===== src/rtl/proc_pkg.sv =====
// Shared definitions for the multi-cycle accumulator CPU: opcodes, FSM states, size defaults.
package proc_pkg;
  localparam int DEFAULT_DW        = 16;
  localparam int DEFAULT_MEM_WORDS = 64;

  localparam logic [3:0] OP_MV   = 4'b0000;
  localparam logic [3:0] OP_MVI  = 4'b1010;
  localparam logic [3:0] OP_ADD  = 4'b0010;
  localparam logic [3:0] OP_SUB  = 4'b0011;
  localparam logic [3:0] OP_LD   = 4'b1000;
  localparam logic [3:0] OP_HALT = 4'b1110;

  typedef enum logic [2:0] {
    FETCH,
    EXEC,
    ALU,
    WB,
    HALTED
  } state_t;
endpackage


===== src/rtl/proc_regfile.sv =====
// Eight-entry register file: one write port, two combinational read ports, async active-low clear.
module proc_regfile
  import proc_pkg::*;
#(
  parameter int DW = DEFAULT_DW
) (
  input  logic          clock,
  input  logic          resetn,
  input  logic          we,
  input  logic [2:0]    waddr,
  input  logic [DW-1:0] wdata,
  input  logic [2:0]    raddr_a,
  input  logic [2:0]    raddr_b,
  output logic [DW-1:0] rdata_a,
  output logic [DW-1:0] rdata_b
);
  logic [7:0][DW-1:0] regs;

  always_ff @(posedge clock or negedge resetn) begin
    if (!resetn)  regs <= '0;
    else if (we)  regs[waddr] <= wdata;
  end

  assign rdata_a = regs[raddr_a];
  assign rdata_b = regs[raddr_b];
endmodule


===== src/rtl/processor.sv =====
// Multi-cycle accumulator CPU: every datapath move goes through one shared bus,
// which is also exported so the enclosing system can watch execution.
module processor
  import proc_pkg::*;
#(
  parameter int DW        = DEFAULT_DW,
  parameter int MEM_WORDS = DEFAULT_MEM_WORDS
) (
  input  logic                    clock,
  input  logic                    resetn,
  input  logic [MEM_WORDS*DW-1:0] mem,
  output logic [DW-1:0]           bus
);
  localparam int AW = $clog2(MEM_WORDS);

  logic [MEM_WORDS-1:0][DW-1:0] mem_arr;
  state_t                       state;
  logic [AW-1:0]                pc;
  logic [DW-1:0]                ir, a, g;
  logic [3:0]                   op;
  logic [2:0]                   rx, ry;
  logic [DW-1:0]                imm, rd_x, rd_y;
  logic                         rf_we;

  assign mem_arr = mem;
  assign op      = ir[15:12];
  assign rx      = ir[11:9];
  assign ry      = ir[8:6];
  assign imm     = {{(DW-9){1'b0}}, ir[8:0]};

  // Register writes always take their data from the bus, so reads of rY/rX
  // precede the write within the same cycle and rX = rY behaves naturally.
  proc_regfile #(.DW(DW)) u_rf (
    .clock   (clock),
    .resetn  (resetn),
    .we      (rf_we),
    .waddr   (rx),
    .wdata   (bus),
    .raddr_a (rx),
    .raddr_b (ry),
    .rdata_a (rd_x),
    .rdata_b (rd_y)
  );

  always_comb begin
    bus   = '0;
    rf_we = 1'b0;
    if (resetn) begin
      unique case (state)
        FETCH: bus = mem_arr[pc];
        EXEC: begin
          unique case (op)
            OP_MV:          begin bus = rd_y;                 rf_we = 1'b1; end
            OP_MVI:         begin bus = imm;                  rf_we = 1'b1; end
            OP_LD:          begin bus = mem_arr[rd_y[AW-1:0]]; rf_we = 1'b1; end
            OP_ADD, OP_SUB: bus = rd_x;
            default:        bus = '0;
          endcase
        end
        ALU:     bus = rd_y;
        WB:      begin bus = g; rf_we = 1'b1; end
        default: bus = '0;
      endcase
    end
  end

  always_ff @(posedge clock or negedge resetn) begin
    if (!resetn) begin
      state <= FETCH;
      pc    <= '0;
      ir    <= '0;
      a     <= '0;
      g     <= '0;
    end else begin
      unique case (state)
        FETCH: begin
          ir    <= bus;
          pc    <= pc + 1'b1;
          state <= EXEC;
        end
        EXEC: begin
          if (op == OP_ADD || op == OP_SUB) begin
            a     <= bus;
            state <= ALU;
          end else if (op == OP_HALT) begin
            state <= HALTED;
          end else begin
            state <= FETCH;
          end
        end
        ALU: begin
          g     <= (op == OP_SUB) ? a - bus : a + bus;
          state <= WB;
        end
        WB:      state <= FETCH;
        HALTED:  state <= HALTED;
        default: state <= FETCH;
      endcase
    end
  end
endmodule


===== config.mk =====
export PLATFORM = sky130hd
export DESIGN_NAME = processor
export DESIGN_NICKNAME = d
export VERILOG_FILES = /design/src/rtl/proc_pkg.sv /design/src/rtl/proc_regfile.sv /design/src/rtl/processor.sv
export SDC_FILE = /design/constraint.sdc
export NUM_CORES = 2
export LEC_CHECK = 0
export BUFFER_PORTS_ARGS = -buffer_cell sky130_fd_sc_hd__buf_2
export CORE_AREA = 10 10 402 404
export DETAILED_ROUTE_END_ITERATION = 10
export DIE_AREA = 0 0 412 414
export SLEW_MARGIN = 20
export SYNTH_ARGS = -nofsm -noshare
export SYNTH_HDL_FRONTEND = slang
export SYNTH_SLANG_ARGS = --single-unit
export TNS_END_PERCENT = 30

===== constraint.sdc =====
create_clock -name clock -period 6 [get_ports clock]
set_clock_uncertainty 0.2 [all_clocks]
set_input_delay 0.3 -clock clock [delete_from_list [all_inputs] [get_ports clock]]
set_output_delay 0.3 -clock clock [all_outputs]
set_load 0.005 [all_outputs]

======== After elaboration in Yosys (flattened, before gate mapping) ========
Cells that the tools add are included.
W data, S select, Z words.
storage, ports and cells
  flip-flop bits (word level) ............. 185
  logic and storage cells ................. 58
operators by class
  $add $sub $neg .......................... 3
  $lt $le $gt $ge ......................... 5
  eq/ne operators ......................... 9
  muxes and demuxes ....................... 21
  reductions and logical operators ........ 7
operators with widths
  operator               number
  $bmux W16 S6           2
  $bwmux W128            1
  $pmux W16 S4           2
  $mux W16               7
  $bmux W16 S3           2
  $demux W16 S3          1
  $add A16 B16 Y16       1
  $sub A16 B16 Y16       1
  $lt A6 B7 Y1 const B   2
  $eq A4 B4 Y1 const B   3
  $pmux W3 S4            1
  $eq A4 B2 Y1 const B   2
  $lt A3 B4 Y1 const B   2
  $add A6 B1 Y6 const B  1
  $eq A3 B2 Y1 const B   2
  $mux W3                2
  $logic_not A4 Y1       1
  $eq A3 B1 Y1 const B   1
  $eq A3 B3 Y1 const B   1
  $ge A3 B1 Y1 const B   1
  $logic_not A3 Y1       1
  $reduce_or A3 Y1       1
  $mux W1                2
  $pmux W1 S2            1
  4 further kinds        4

======== Logic depth before layout (Yosys ltp) ========
  depth in word-level cells ............... 9
  gate-level depth with buffers ........... 30
  gate-level depth less buffers ........... 24

======== Modules after synthesis ========
From an unflattened synthesis, not the netlist that was laid out.
second synthesis, totals
  cell total of the unflattened synthesis .. 2274
  area total of the unflattened synthesis .. 27641.5 um2
modules (own cells, without submodules)
  module        times used  cells each  area each (um2)  seq. area each (um2)
  processor     1           1881        20641.0          1426.4
  proc_regfile  1           393         7000.5           3203.1

======== Worst setup path before layout ========
No wires, ideal clock.
  path type ............................... register to register
  start ................................... register pc[0]
  end ..................................... register g[14]
  setup time .............................. 87 ps
  data arrival time ....................... 5981 ps
  data required time ...................... 5713 ps
  path slack .............................. -267 ps
  cell stages (with the launch flop) ...... 27
  clock period less this slack ............ 6267 ps
  path through ............................ dfrtp_1 buf_2 buf_2 buf_2 mux4_2 mux4_2 mux4_2 nand2_1 o221a_2 o31a_1 clkbuf_1 ha_1 mux2i_1 inv_1 fa_1 nor2b_1 o21ai_0 a21boi_0 o21ai_0 a21boi_0 o21ai_0 a21boi_0 o21ai_0 a21boi_0 o21ai_0 a211o_1 o211ai_1
between the ends
  cells in the longest elaborated chain, start to end .. 6
  elaborated cells between the ends (all ways) .. 7
  classes of those cells .................. add/sub: 2; mux: 5
RTL lines
  item                                                  line             text
  start: declaration                                    processor.sv:18  logic [AW-1:0] pc;
  start signal: assignment                              processor.sv:78  pc <= pc + 1'b1;
  $bmux W16 S6 *                                        processor.sv:50  FETCH: bus = mem_arr[pc];
  $mux W16 (not written as such) *                      processor.sv:50
  $pmux W16 S4 *                                        processor.sv:49  unique case (state)
  $mux W16 *                                            processor.sv:48  if (resetn) begin
  $add A16 B16 Y16 or $sub A16 B16 Y16 (tied branches)  processor.sv:92  g <= (op == OP_SUB) ? a - bus : a + bus;
  $mux W16 *                                            processor.sv:92
  end signal: assignment                                processor.sv:92
  end: declaration                                      processor.sv:19  logic [DW-1:0] ir, a, g;
Every way passes the cells marked *; elsewhere a longest branch is shown, timed or not. The select of a mux whose other input is x is not followed.
A chain may end at the register's enable or synchronous reset.

======== Worst setup path after layout ========
  start ................................... register ir[7]
  end ..................................... register g[15]
between the ends
  cells in the longest elaborated chain, start to end .. 9
  elaborated cells between the ends (all ways) .. 10
  classes of those cells .................. add/sub: 2; mux: 8
RTL lines
  item                                                  line                text
  start: declaration                                    processor.sv:19
  start signal: assignment                              processor.sv:77     ir <= bus;
  $bmux W16 S3                                          proc_regfile.sv:25  assign rdata_b = regs[raddr_b];
  $mux W16 (not written as such)                        proc_regfile.sv:25
  $bmux W16 S6                                          processor.sv:55     OP_LD: begin bus = mem_arr[rd_y[AW-1:0]]; rf_we = 1'b1; end
  $mux W16 (not written as such)                        processor.sv:55
  $pmux W16 S4                                          processor.sv:52     unique case (op)
  $pmux W16 S4 *                                        processor.sv:49
  $mux W16 *                                            processor.sv:48
  $add A16 B16 Y16 or $sub A16 B16 Y16 (tied branches)  processor.sv:92
  $mux W16 *                                            processor.sv:92
Marks and branches as above.

==> results.sh <==
export IMPL_postRouteAntennaNets=0
export IMPL_async_flop_share_pct=100
export IMPL_syn_nets=3869
export IMPL_fin_crit_sh_pct=108
export IMPL_drt_initial_drc_count=4403
export IMPL_worst_path_max_delay_cell="mux4_4"
export IMPL_drv_slew=0
export IMPL_period_needed_ns=6.49
export IMPL_ios=1042
export IMPL_grt_max_degree=59
export IMPL_cts_made_buffers=17
export IMPL_rsz0062_at_grt="true"
export IMPL_wl_per_cell_um=37.8
export IMPL_routed_wl_mm=240
export IMPL_core_um2=153000
export IMPL_mostFrequentLayoutCells="buf_2 (1040), nand2_1 (547), buf_4 (543), mux4_2 (424), mux2i_1 (278)"
export IMPL_clk_pin_slew_ns=0.09
export IMPL_synth_area_per_cell_um2=9.98
export IMPL_hold_violations=0
export IMPL_crit_fanout=8
export IMPL_port_buffers=1041
export IMPL_grt_ovfl_total=0
export IMPL_mappedNetlistArea_um2=28200
export IMPL_synth_warnings=0
export IMPL_synth_edff_count=0
export IMPL_cts_root_buf="clkbuf_16"
export IMPL_cp_start_kind="register"
export IMPL_die_y_um=414
export IMPL_tightest_slew_ns=0.934
export IMPL_antenna_found_initial=139
export IMPL_cts_htree_levels=4
export IMPL_regToRegSetupSlack_ns=-0.49
export IMPL_worstSkewPairLatency_ns=0.46
export IMPL_dpl_hpwl_mm=207
export IMPL_via_per_inst=5.58
export IMPL_track_usage_pct=26.5
export IMPL_finalWorstSetupSlack_ns=-0.490
export IMPL_rr_worst_depth=29
export IMPL_max_stage_delay_ns=0.74
export IMPL_design_area_um2=41900
export IMPL_placed_cell_area_um2=39600
export IMPL_hp_class="register to register"
export IMPL_start_util_pct=18.4
export IMPL_crit_path_frequent_cell="buf_4"
export IMPL_drcViolationCount=3
export IMPL_hold_path_depth=2
export IMPL_fp_dieW_um=412
export IMPL_outcome="complete, but fails checks"
export IMPL_maxCapViolCount=0
export IMPL_fin_nets=5274
export IMPL_placementRows=144
export IMPL_vias=35452
export IMPL_fmax_mhz=154
export IMPL_vdd_drop_max_v=0.000330
export IMPL_arrival_ns=6.63
export IMPL_clock_sinks=185
export IMPL_place_congestion=1.02
export IMPL_finalSetupViolCount=7
export IMPL_final_common_cell="buf_2"
export IMPL_grt_pass1_wl_mm=316
export IMPL_yosys_most_used_dff="dfrtp_1"
export IMPL_postSynthCellCount=2825
export IMPL_clockBufferDepth=2
export IMPL_grt_pass1_vias=34965
export IMPL_maxSlewHeadroom_pct=37.6
export IMPL_leakage_uw=0.0174
export IMPL_synth_seq_area_share_pct=16.4
export IMPL_path_class="register to register"
export IMPL_syn_to_final_growth_pct=48.6
export IMPL_ys_types=89
export IMPL_pre_cts_slack_ns=-1.14
export IMPL_tritoncts="built"
export IMPL_cp_required_ns=6.14
export IMPL_violations="DRC, setup timing"
export IMPL_dr_pass1_iters=9
export IMPL_drive_gt1_share_pct=56.3
export IMPL_die_area_um2=171000
export IMPL_power_density_nw_per_um2=591
export IMPL_ys_seq_elements=185
export IMPL_critPathCaptureType="register"
## synth_stat cells, types with 7 or more instances
master / count / area share (%)
and2_1: 10 / 0.22
nand4_1: 23 / 0.51
or2_2: 7 / 0.16
a31oi_1: 21 / 0.47
a22oi_1: 64 / 1.7
buf_6: 14 / 0.56
a222oi_1: 7 / 0.25
inv_1: 29 / 0.39
a221oi_1: 27 / 0.84
o221ai_1: 7 / 0.22
mux2_2: 85 / 3.4
buf_4: 15 / 0.40
mux2i_1: 288 / 10
mux4_2: 430 / 34
a21oi_1: 77 / 1.4
buf_1: 30 / 0.40
a21boi_0: 7 / 0.19
dfrtp_1: 185 / 16
xor2_1: 9 / 0.28
o22ai_1: 14 / 0.31
buf_2: 100 / 1.8
o31ai_1: 15 / 0.40
nor2_1: 65 / 0.87
xnor2_1: 15 / 0.47
a21o_1: 11 / 0.29
nor2b_1: 14 / 0.31
nand3_1: 137 / 2.4
ha_1: 17 / 0.75
nor3_1: 16 / 0.28
o211ai_1: 22 / 0.59
o21ai_0: 167 / 3.0
nand2b_1: 9 / 0.20
a22o_1: 8 / 0.25
nand2_1: 553 / 7.4
mux2_1: 7 / 0.28
and3_1: 10 / 0.22
a32oi_1: 57 / 1.8
clkbuf_1: 125 / 1.7
## cell families (layout without fill, tap and decap cells)
| family | count (synthesis) | after routing | share of synthesized area, % |
|---|---|---|---|
| flops | 185 | 185 | 16.4 |
| simple gates | 885 | 885 | 14.0 |
| mux | 811 | 811 | 48.3 |
| compound gates | 584 | 584 | 14.4 |
| fa+ha+maj | 18 | 18 | 0.825 |
| other cells | 0 | 69 | 0 |
| buf+inv | 318 | 1736 | 5.36 |
| xor+xnor | 24 | 24 | 0.746 |
## stage by stage
| step | total power [uW] | hold slack (ns) | TNS [ns] | utilization (%) | std cells |
|---|---|---|---|---|---|
| 5_1_grt | 25700 | 0.310 | -3.09 | 27.3 | 6322 |
| 3_5_place_dp | 21000 | 0.265 | -6.29 | 25.8 | 6192 |
| 4_1_cts | 23600 | 0.284 | -1.72 | 26.8 | 6267 |
| 3_3_place_gp | 21000 | 0.263 | -6.43 | 25.8 | 6192 |
| 6_report | 24800 | 0.291 | -1.92 | 27.3 | 6356 |
| 2_1_floorplan | 12200 | -0.196 | -0.0425 | - | 2825 |
## cell type report
class	instances	area (um^2)
multi-input cells	2322	22900
inverters	32	120
diodes	69	173
clock inverters	15	174
clock buffers	17	425
well taps	2044	2560
repair buffers	1672	10900
flip-flops and latches	185	4650
fillers	16402	111000
## critical path: cells and delay by family (launching register included)
family | cells | cell delay (ns)
XOR/XNOR | 1 | 0.19
buffers and inverters | 10 | 1.59
adder cells (fa/ha/maj) | 1 | 0.19
flip-flops | 1 | 0.50
AO/OA/AOI/OAI | 11 | 2.33
multiplexers | 2 | 0.87
AND/OR/NAND/NOR | 4 | 0.47
## report_power, final
group | internal [uW] | total, uW | leakage [uW] | switching (uW)
logic | 9870 | 21500 | 0.0147 | 11600
clock network | 601 | 1220 | 0.000294 | 624
registers | 1630 | 2060 | 0.00250 | 428
## final timing paths
kind                                             end              start
min                                 g[0]$_DFFE_PN0P_   g[0]$_DFFE_PN0P_
min in group asynchronous  u_rf.regs[24]$_DFFE_PN0P_             resetn
min reg2reg                         g[0]$_DFFE_PN0P_   g[0]$_DFFE_PN0P_
max reg2reg                        g[15]$_DFFE_PN0P_  ir[7]$_DFFE_PN0N_
max                                g[15]$_DFFE_PN0P_  ir[7]$_DFFE_PN0N_
max in group asynchronous          pc[3]$_DFFE_PN0N_             resetn
## repair_timing
action	CTS	global route
hold buffers	1	0
endpoints found under the hold margin	38	0
gates resized for setup	109	92
setup buffers	37	19
pin swaps	49	58
setup endpoints to repair	11	12
gates cloned	6	2
## metal layers
layer	GRT usage [%]	vias up	wire length, um	share of wire [%]
li1	-	14173	-	-
met5	0	-	696	0.29
met2	41.0	2471	106000	44
met4	12.5	98	13400	5.6
met1	31.8	18178	90000	38
met3	11.0	532	29800	12
## registers in the layout (all words and copies together), names as in the netlist
| signal | count |
|---|---|
| a | 16 |
| g | 16 |
| ir | 16 |
| pc | 6 |
| state | 3 |
| u_rf.regs | 128 |
Note: power is estimated with default switching activity, not from simulation.
